[config.mk]
export PLATFORM = sky130hd
export DESIGN_NAME = sys_time_gen
export DESIGN_NICKNAME = d
export VERILOG_FILES = /design/src/rtl/sys_time_gen.sv
export SDC_FILE = /design/constraint.sdc
export NUM_CORES = 1
export LEC_CHECK = 0
export BUFFER_PORTS_ARGS = -buffer_cell sky130_fd_sc_hd__clkbuf_2
export CAP_MARGIN = 40
export CORE_AREA = 2 2 124 126
export DETAILED_ROUTE_END_ITERATION = 8
export DIE_AREA = 0 0 126 128
export HOLD_SLACK_MARGIN = 0.1
export PLACE_DENSITY_LB_ADDON = 0.2
export REMOVE_ABC_BUFFERS = 1
export SLEW_MARGIN = 0
export SYNTH_ARGS = -nofsm -noshare
export SYNTH_HDL_FRONTEND = slang
export SYNTH_SLANG_ARGS = --single-unit
[constraint.sdc]
create_clock -name clk_i -period 2.9 [get_ports clk_i]
set_input_delay 0.145 -clock clk_i [delete_from_list [all_inputs] [get_ports clk_i]]
set_output_delay 0.145 -clock clk_i [all_outputs]
set_load 0.01 [all_outputs]
[src/rtl/sys_time_gen.sv]
// System-time generator for the PWM clock domain: lock-gated free-running counter,
// re-basable to an absolute time on a synchronised SYNC rising edge.
module sys_time_gen #(
    parameter int unsigned WIDTH       = 64,
    parameter int unsigned CYCLE       = 512,
    parameter int unsigned SYNC_STAGES = 2,
    parameter int unsigned TIMEOUT     = 1048576,
    localparam int unsigned CW         = $clog2(CYCLE),
    localparam int unsigned TW         = $clog2(TIMEOUT + 1)
) (
    input  logic             clk_i,
    input  logic             rst_n_i,
    input  logic             locked_i,
    input  logic             sync_i,
    input  logic [WIDTH-1:0] set_time_i,
    input  logic             set_valid_i,
    output logic             set_ready_o,
    output logic [WIDTH-1:0] sys_time_o,
    output logic [CW-1:0]    cycle_cnt_o,
    output logic             cycle_tick_o,
    output logic             running_o,
    output logic             sync_err_o
);

    typedef enum logic [1:0] {
        S_WAIT_LOCK = 2'd0,
        S_FREE      = 2'd1,
        S_ARMED     = 2'd2
    } state_e;

    state_e                 state_q, state_d;
    logic [WIDTH-1:0]       time_q, time_d;
    logic [WIDTH-1:0]       pend_q, pend_d;
    logic [TW-1:0]          to_q, to_d;
    logic                   err_q, err_d;
    logic [SYNC_STAGES-1:0] sync_q;
    logic                   dly_q;
    logic                   rise;

    // SYNC is asynchronous: resynchronise, then detect the rising edge one flop later.
    always_ff @(posedge clk_i or negedge rst_n_i) begin
        if (!rst_n_i) begin
            sync_q <= '0;
            dly_q  <= 1'b0;
        end else begin
            sync_q <= {sync_q[SYNC_STAGES-2:0], sync_i};
            dly_q  <= sync_q[SYNC_STAGES-1];
        end
    end

    assign rise = sync_q[SYNC_STAGES-1] & ~dly_q;

    always_ff @(posedge clk_i or negedge rst_n_i) begin
        if (!rst_n_i) begin
            state_q <= S_WAIT_LOCK;
            time_q  <= '0;
            pend_q  <= '0;
            to_q    <= '0;
            err_q   <= 1'b0;
        end else begin
            state_q <= state_d;
            time_q  <= time_d;
            pend_q  <= pend_d;
            to_q    <= to_d;
            err_q   <= err_d;
        end
    end

    assign set_ready_o = (state_q == S_FREE) & locked_i;

    always_comb begin
        state_d = state_q;
        time_d  = time_q;
        pend_d  = pend_q;
        to_d    = to_q;
        err_d   = err_q;
        if (!locked_i) begin
            // Loss of lock beats everything; the error flag survives it.
            state_d = S_WAIT_LOCK;
            time_d  = '0;
            pend_d  = '0;
        end else begin
            case (state_q)
                S_WAIT_LOCK: state_d = S_FREE;
                S_FREE: begin
                    time_d = time_q + WIDTH'(1);
                    if (set_valid_i) begin
                        pend_d  = set_time_i;
                        to_d    = '0;
                        err_d   = 1'b0;
                        state_d = S_ARMED;
                    end
                end
                S_ARMED: begin
                    if (rise) begin
                        time_d  = pend_q;
                        state_d = S_FREE;
                    end else begin
                        time_d = time_q + WIDTH'(1);
                        if (to_q == TW'(TIMEOUT - 1)) begin
                            err_d   = 1'b1;
                            state_d = S_FREE;
                        end else begin
                            to_d = to_q + TW'(1);
                        end
                    end
                end
                default: state_d = S_WAIT_LOCK;
            endcase
        end
    end

    assign sys_time_o   = time_q;
    assign cycle_cnt_o  = time_q[CW-1:0];
    assign running_o    = (state_q != S_WAIT_LOCK);
    assign cycle_tick_o = running_o & (cycle_cnt_o == '0);
    assign sync_err_o   = err_q;

endmodule
==> flow_summary.toml, run 1 <==
[clock_network]
htreeDepth = 4
cts_resized = 0
clk_path_buf_depth = 2
clockRootBuffer = "clkbuf_16"
clk_latency_ps = 440
clk_pin_slew_ps = 70
numCtsBuffers = 17
cts_num_sinks = 155
cts_tree = "done"

[placed_design]
dp_hpwl_um = 15400
io_buffers = 145
place_inst = 1251
dp_slack_ps = 412
gp_congestion = 0.909

[run_status]
status = "finished, final reports clean"

[floorplanning]
die_area_um2 = 16100
die_y_um = 128
initial_core_util = 0.561
row_count = 45
die_width_um = 126
num_io_pins = 146
core_area_um2 = 14900

[timing]
rsz0062_at_grt = "no"
finalMaxSlewViolations = 0
setup_viol_count_final = 0
fin_skew_ps = 10.7
hold_violations = 0
fin_setup_tns_ps = 0
fmax_mhz = 390
layout_min_cycle_time_ps = 2570
whs_ps = 307
fin_crit_sh = 0.885
maxSlewHeadroom = 0.380
worstMarginPinSlew_ps = 927
layout_setup_ws_ps = 334

[worst_setup_path]
critPathBufInv = 1
critical-path-top-delay-family = "simple AND/OR/NAND/NOR gates"
worst_ep_arrival_time_ps = 2880
setup.worst_path.start_class = "flop"
cp.required_ps = 3210
cpPeakStageDelay_ps = 610
crit_chain = "ha_1 > inv_1 > nor4_1 > nand2_1 > o41a_1 > o21ai_0 > o311ai_1"
critPathMaxFanout = 8
critical_path_class = "flop to flop"
end_kind = "flop"
slowest_stage = "nor4_1"

[layout]
drive_gt1_frac = 0.190
fin_nets = 1221
layout.cells.most_common = "nand2_1"
final_cell_mix = "213 x nand2_1, 155 x dfrtp_1, 144 x clkbuf_2"
stdcell_count = 1350
nFillCells = 1199
antenna_cells = 0
final_util = 0.700
area_growth_pct = 24.8

[logic_synthesis]
syn_area_um2 = 8340
syn_area_per_cell_um2 = 8.60
syn-instance-count = 970
ys_async_sr_fraction = 1.00
yosysWarningCount = 0
ys_ff_latch = 155
dominantRegCellSynth = "dfrtp_1"
synth_cell_types = 62
yosysSeqAreaShare = 0.465
synth_edf_count = 0

[routing]
dr.pass1.iters = 7
wl_per_cell_um = 17.4
drtAntennaViolNets = 0
drt-total-wl_um = 23500
dr_total_vias = 8079
drt_first_iter_violations = 898
routed_via_density = 5.98
drc = 0

[power]
cellPowerDensity_nw_per_um2 = 478
p_leak_nw = 4.52
peakVddDrop_v = 0.000393

[global_route]
antenna_found_initial = 0
grt_pass1_wl_um = 39100
grt_overflow_total = 0
grt_max_degree = 80
grt_util_all_layers = 0.302
grt_pass1_vias = 7671

[run]
cap_violations = 0

[min_path]
hp-class = "primary input to asynchronous set/reset pin"
## repair_timing
item	in CTS	in global routing
hold buffers	67	0
endpoints found under the hold margin	143	0
setup buffers	0	0
## sequential cells by signal (all words and copies together), names as in the netlist
name,count
sync_q,2
sys_time_o,64
to_q,21
dly_q,1
state_q,2
pend_q,64
sync_err_o,1
## power by group
part	switching [mW]	internal [mW]
clock network	1.03	1.15
logic	0.315	0.215
registers	0.0489	2.22
total	1.40	3.58
## through the flow
stage | area [µm²] | power [mW]
floorplan | 8030 | 2.52
global placement | 9160 | 2.75
detailed placement | 9160 | 2.76
CTS | 10400 | 5.00
global route | 10400 | 5.17
finish | 10400 | 4.98
## cells by family (layout without fill, tap and decap cells)
kind of cell               after synthesis  count (layout)  synth area share
muxes                                    3               3           0.00360
buffers and inverters                   82             274            0.0432
DFF                                    155             155             0.465
adders and majority gates                3               3           0.00450
and+or+nand+nor                        444             444             0.261
AOI/OAI and AO/OA                      270             270             0.209
xor gates and xnor gates                13              13            0.0137
## layout make-up
class / instances / area [µm²] / area share
clock inverter: 15 / 149 / 0.0143
sequential: 155 / 3880 / 0.373
clock buffer: 17 / 425 / 0.0409
timing repair buffer: 228 / 1550 / 0.149
multi-input combinational: 733 / 4120 / 0.396
inverter: 14 / 52.6 / 0.00505
tap: 188 / 235 / 0.0226
## path summary, 6_finish.rpt
check / slack [ps] / startpoint / cells after the start / end
worst max-delay path: 330 / sys_time_o[0]$_DFFE_PN0P_ / 7 / sys_time_o[58]$_DFFE_PN0P_
worst min-delay path: 310 / rst_n_i / 2 / pend_q[12]$_DFFE_PN0P_
worst max register to register: 330 / sys_time_o[0]$_DFFE_PN0P_ / 7 / sys_time_o[58]$_DFFE_PN0P_
worst min register to register: 350 / sync_q[0]$_DFF_PN0_ / 0 / sync_q[1]$_DFF_PN0_
max in group asynchronous: 1730 / rst_n_i / 3 / sys_time_o[57]$_DFFE_PN0P_
min in group clk_i: 340 / locked_i / 2 / state_q[0]$_DFFE_PN0P_
## Yosys cell counts, drive strengths merged, types with 6 or more instances
cell,instances,share of area
and2,8,0.0060
o22ai,6,0.0045
nand4,26,0.023
or3,7,0.0056
xor2,6,0.0063
o21ai,80,0.048
or2,6,0.0045
a21oi,47,0.028
nor3,29,0.019
a22oi,6,0.0054
a221o,6,0.0072
nor4,23,0.020
dfrtp,155,0.47
o211ai,11,0.012
nor2,47,0.021
nand3,35,0.023
o311ai,8,0.0084
nand2,216,0.098
or4,6,0.0059
and4,11,0.012
a21boi,67,0.060
and3,19,0.014
inv,14,0.0063
buf,21,0.016
a31oi,14,0.011
xnor2,7,0.0074
clkbuf,47,0.021
## layer usage
layer	routed length (µm)	vias up	track usage
met3	1690	46	0.0634
met1	10200	3850	0.422
met5	0	-	0
met4	593	0	0.112
met2	11000	329	0.470
li1	-	3854	-
Note: power is estimated with default switching activity, not from simulation.
==> inputs of run 2 (changes only) <==
==> constraint.sdc (replaced) <==
create_clock -name clk_i -period 2.46 [get_ports clk_i]
set_input_delay 0.123 -clock clk_i [delete_from_list [all_inputs] [get_ports clk_i]]
set_output_delay 0.123 -clock clk_i [all_outputs]
set_load 0.01 [all_outputs]
==> flow_summary.toml, run 2 (synthesis results as in run 1) <==
[timing]
worstMarginPinSlew_ps = 736
fin_setup_tns_ps = 0
layout_min_cycle_time_ps = 2300
setup_viol_count_final = 0
maxSlewHeadroom = 0.509
fin_crit_sh = 0.935
fmax_mhz = 435
rsz0062_at_grt = "no"
whs_ps = 207
hold_violations = 0
finalMaxSlewViolations = 0
fin_skew_ps = 7.48

[layout]
stdcell_area_um2 = 10600
nFillCells = 1180
antenna_cells = 0
area_growth_pct = 27.4
fin_nets = 1240
final_cell_mix = "213 x nand2_1, 155 x dfrtp_1, 144 x clkbuf_2"
drive_gt1_frac = 0.203
layout.cells.most_common = "nand2_1"
stdcell_count = 1369

[power]
power_mw = 6.03
cellPowerDensity_nw_per_um2 = 567
p_leak_nw = 4.66
peakVddDrop_v = 0.000504

[floorplanning]
die_width_um = 126
num_io_pins = 146
die_area_um2 = 16100
die_y_um = 128
row_count = 45
core_area_um2 = 14900
initial_core_util = 0.561

[routing]
drtAntennaViolNets = 0
met2_length_um = 10900
wl_met3_um = 1730
routed_via_density = 5.94
dr_total_vias = 8136
drc = 0
wl_met1_um = 10500
drt_first_iter_violations = 713
highest_layer = "met4"
wl_per_cell_um = 17.2
drt-total-wl_um = 23600
dr.pass1.iters = 5

[placed_design]
dp_hpwl_um = 15400
place_inst = 1267
io_buffers = 145
placed_cell_area_um2 = 9320
gp_congestion = 0.917

[global_route]
grt_max_degree = 65
grt_util_all_layers = 0.301
antenna_found_initial = 0
grt_pass1_wl_um = 39200
grt_overflow_total = 0
grt_pass1_vias = 7732

[worst_setup_path]
cpPeakStageDelay_ps = 570
critical-path-top-delay-family = "buffers and inverters"
crit_chain = "nor2b_2 > and2_2 > buf_4 > nand2_1 > a21boi_0 > dlygate4sd3_1"
setup.worst_path.start_class = "flop"
worst_ep_arrival_time_ps = 2660
critical_path_class = "flop to flop"
slowest_stage = "dlygate4sd3_1"
critPathBufInv = 2
cp.required_ps = 2820
end_kind = "flop"
critPathMaxFanout = 36

[clock_network]
numCtsBuffers = 17
cts_num_sinks = 155
clk_pin_slew_ps = 60
clockRootBuffer = "clkbuf_16"
clk_latency_ps = 420
clk_path_buf_depth = 2
htreeDepth = 4
cts_tree = "done"

[min_path]
hp-class = "primary input to asynchronous set/reset pin"

[run]
cap_violations = 0

[run_status]
status = "finished, final reports clean"
## run 2: worst paths after layout
| path | startpoint | end | slack (ps) | depth (start not counted) |
|---|---|---|---|---|
| max | state_q[0]$_DFFE_PN0P_ | pend_q[0]$_DFFE_PN0P_ | 160 | 6 |
| min | rst_n_i | pend_q[13]$_DFFE_PN0P_ | 210 | 2 |
| max reg2reg | state_q[0]$_DFFE_PN0P_ | pend_q[0]$_DFFE_PN0P_ | 160 | 6 |
| min reg2reg | sync_q[0]$_DFF_PN0_ | sync_q[1]$_DFF_PN0_ | 370 | 0 |
| max in group asynchronous | rst_n_i | sys_time_o[55]$_DFFE_PN0P_ | 1580 | 3 |
| min in group clk_i | locked_i | state_q[0]$_DFFE_PN0P_ | 210 | 3 |
## run 2: area by class of cell
| type | count | area (µm²) | area share |
|---|---|---|---|
| clock buffers | 20 | 467 | 0.0439 |
| clock inverters | 12 | 145 | 0.0137 |
| inverters | 14 | 52.6 | 0.00494 |
| multi-input cells | 733 | 4120 | 0.388 |
| flip-flops and latches | 155 | 3880 | 0.365 |
| well taps | 188 | 235 | 0.0221 |
| repair buffers | 247 | 1730 | 0.163 |
## run 2: where the power goes
group | leakage, nW | internal (mW) | total, mW | switching [mW]
sequential | 2.14 | 2.62 | 2.67 | 0.0532
combinational | 2.22 | 0.270 | 0.650 | 0.381
clock | 0.305 | 1.67 | 2.71 | 1.04
## run 2: per-layer routing
layer	up-vias	GRT usage
met5	-	0
met4	0	0.100
met3	43	0.0559
met2	337	0.474
met1	3880	0.424
li1	3876	-
## run 2: worst reg2reg max path, stage by stage, from the launching register on
cell           delay [ps]
dfrtp_1               480
nor2b_2               310
and2_2                210
buf_4                 330
nand2_1               160
a21boi_0              180
dlygate4sd3_1         570
## run 2: repair_timing
action	in CTS	in global routing
resized for setup	0	1
setup endpoints to repair	0	3
setup buffers	0	2
hold endpoints to repair	143	0
hold buffers	68	0
## run 2: through the flow
step,util,worst slack [ps]
after CTS,0.714,173
after global routing,0.715,17.1
after floorplan,-,-1340
after global placement,0.627,296
after detailed placement,0.627,222
final,0.715,160
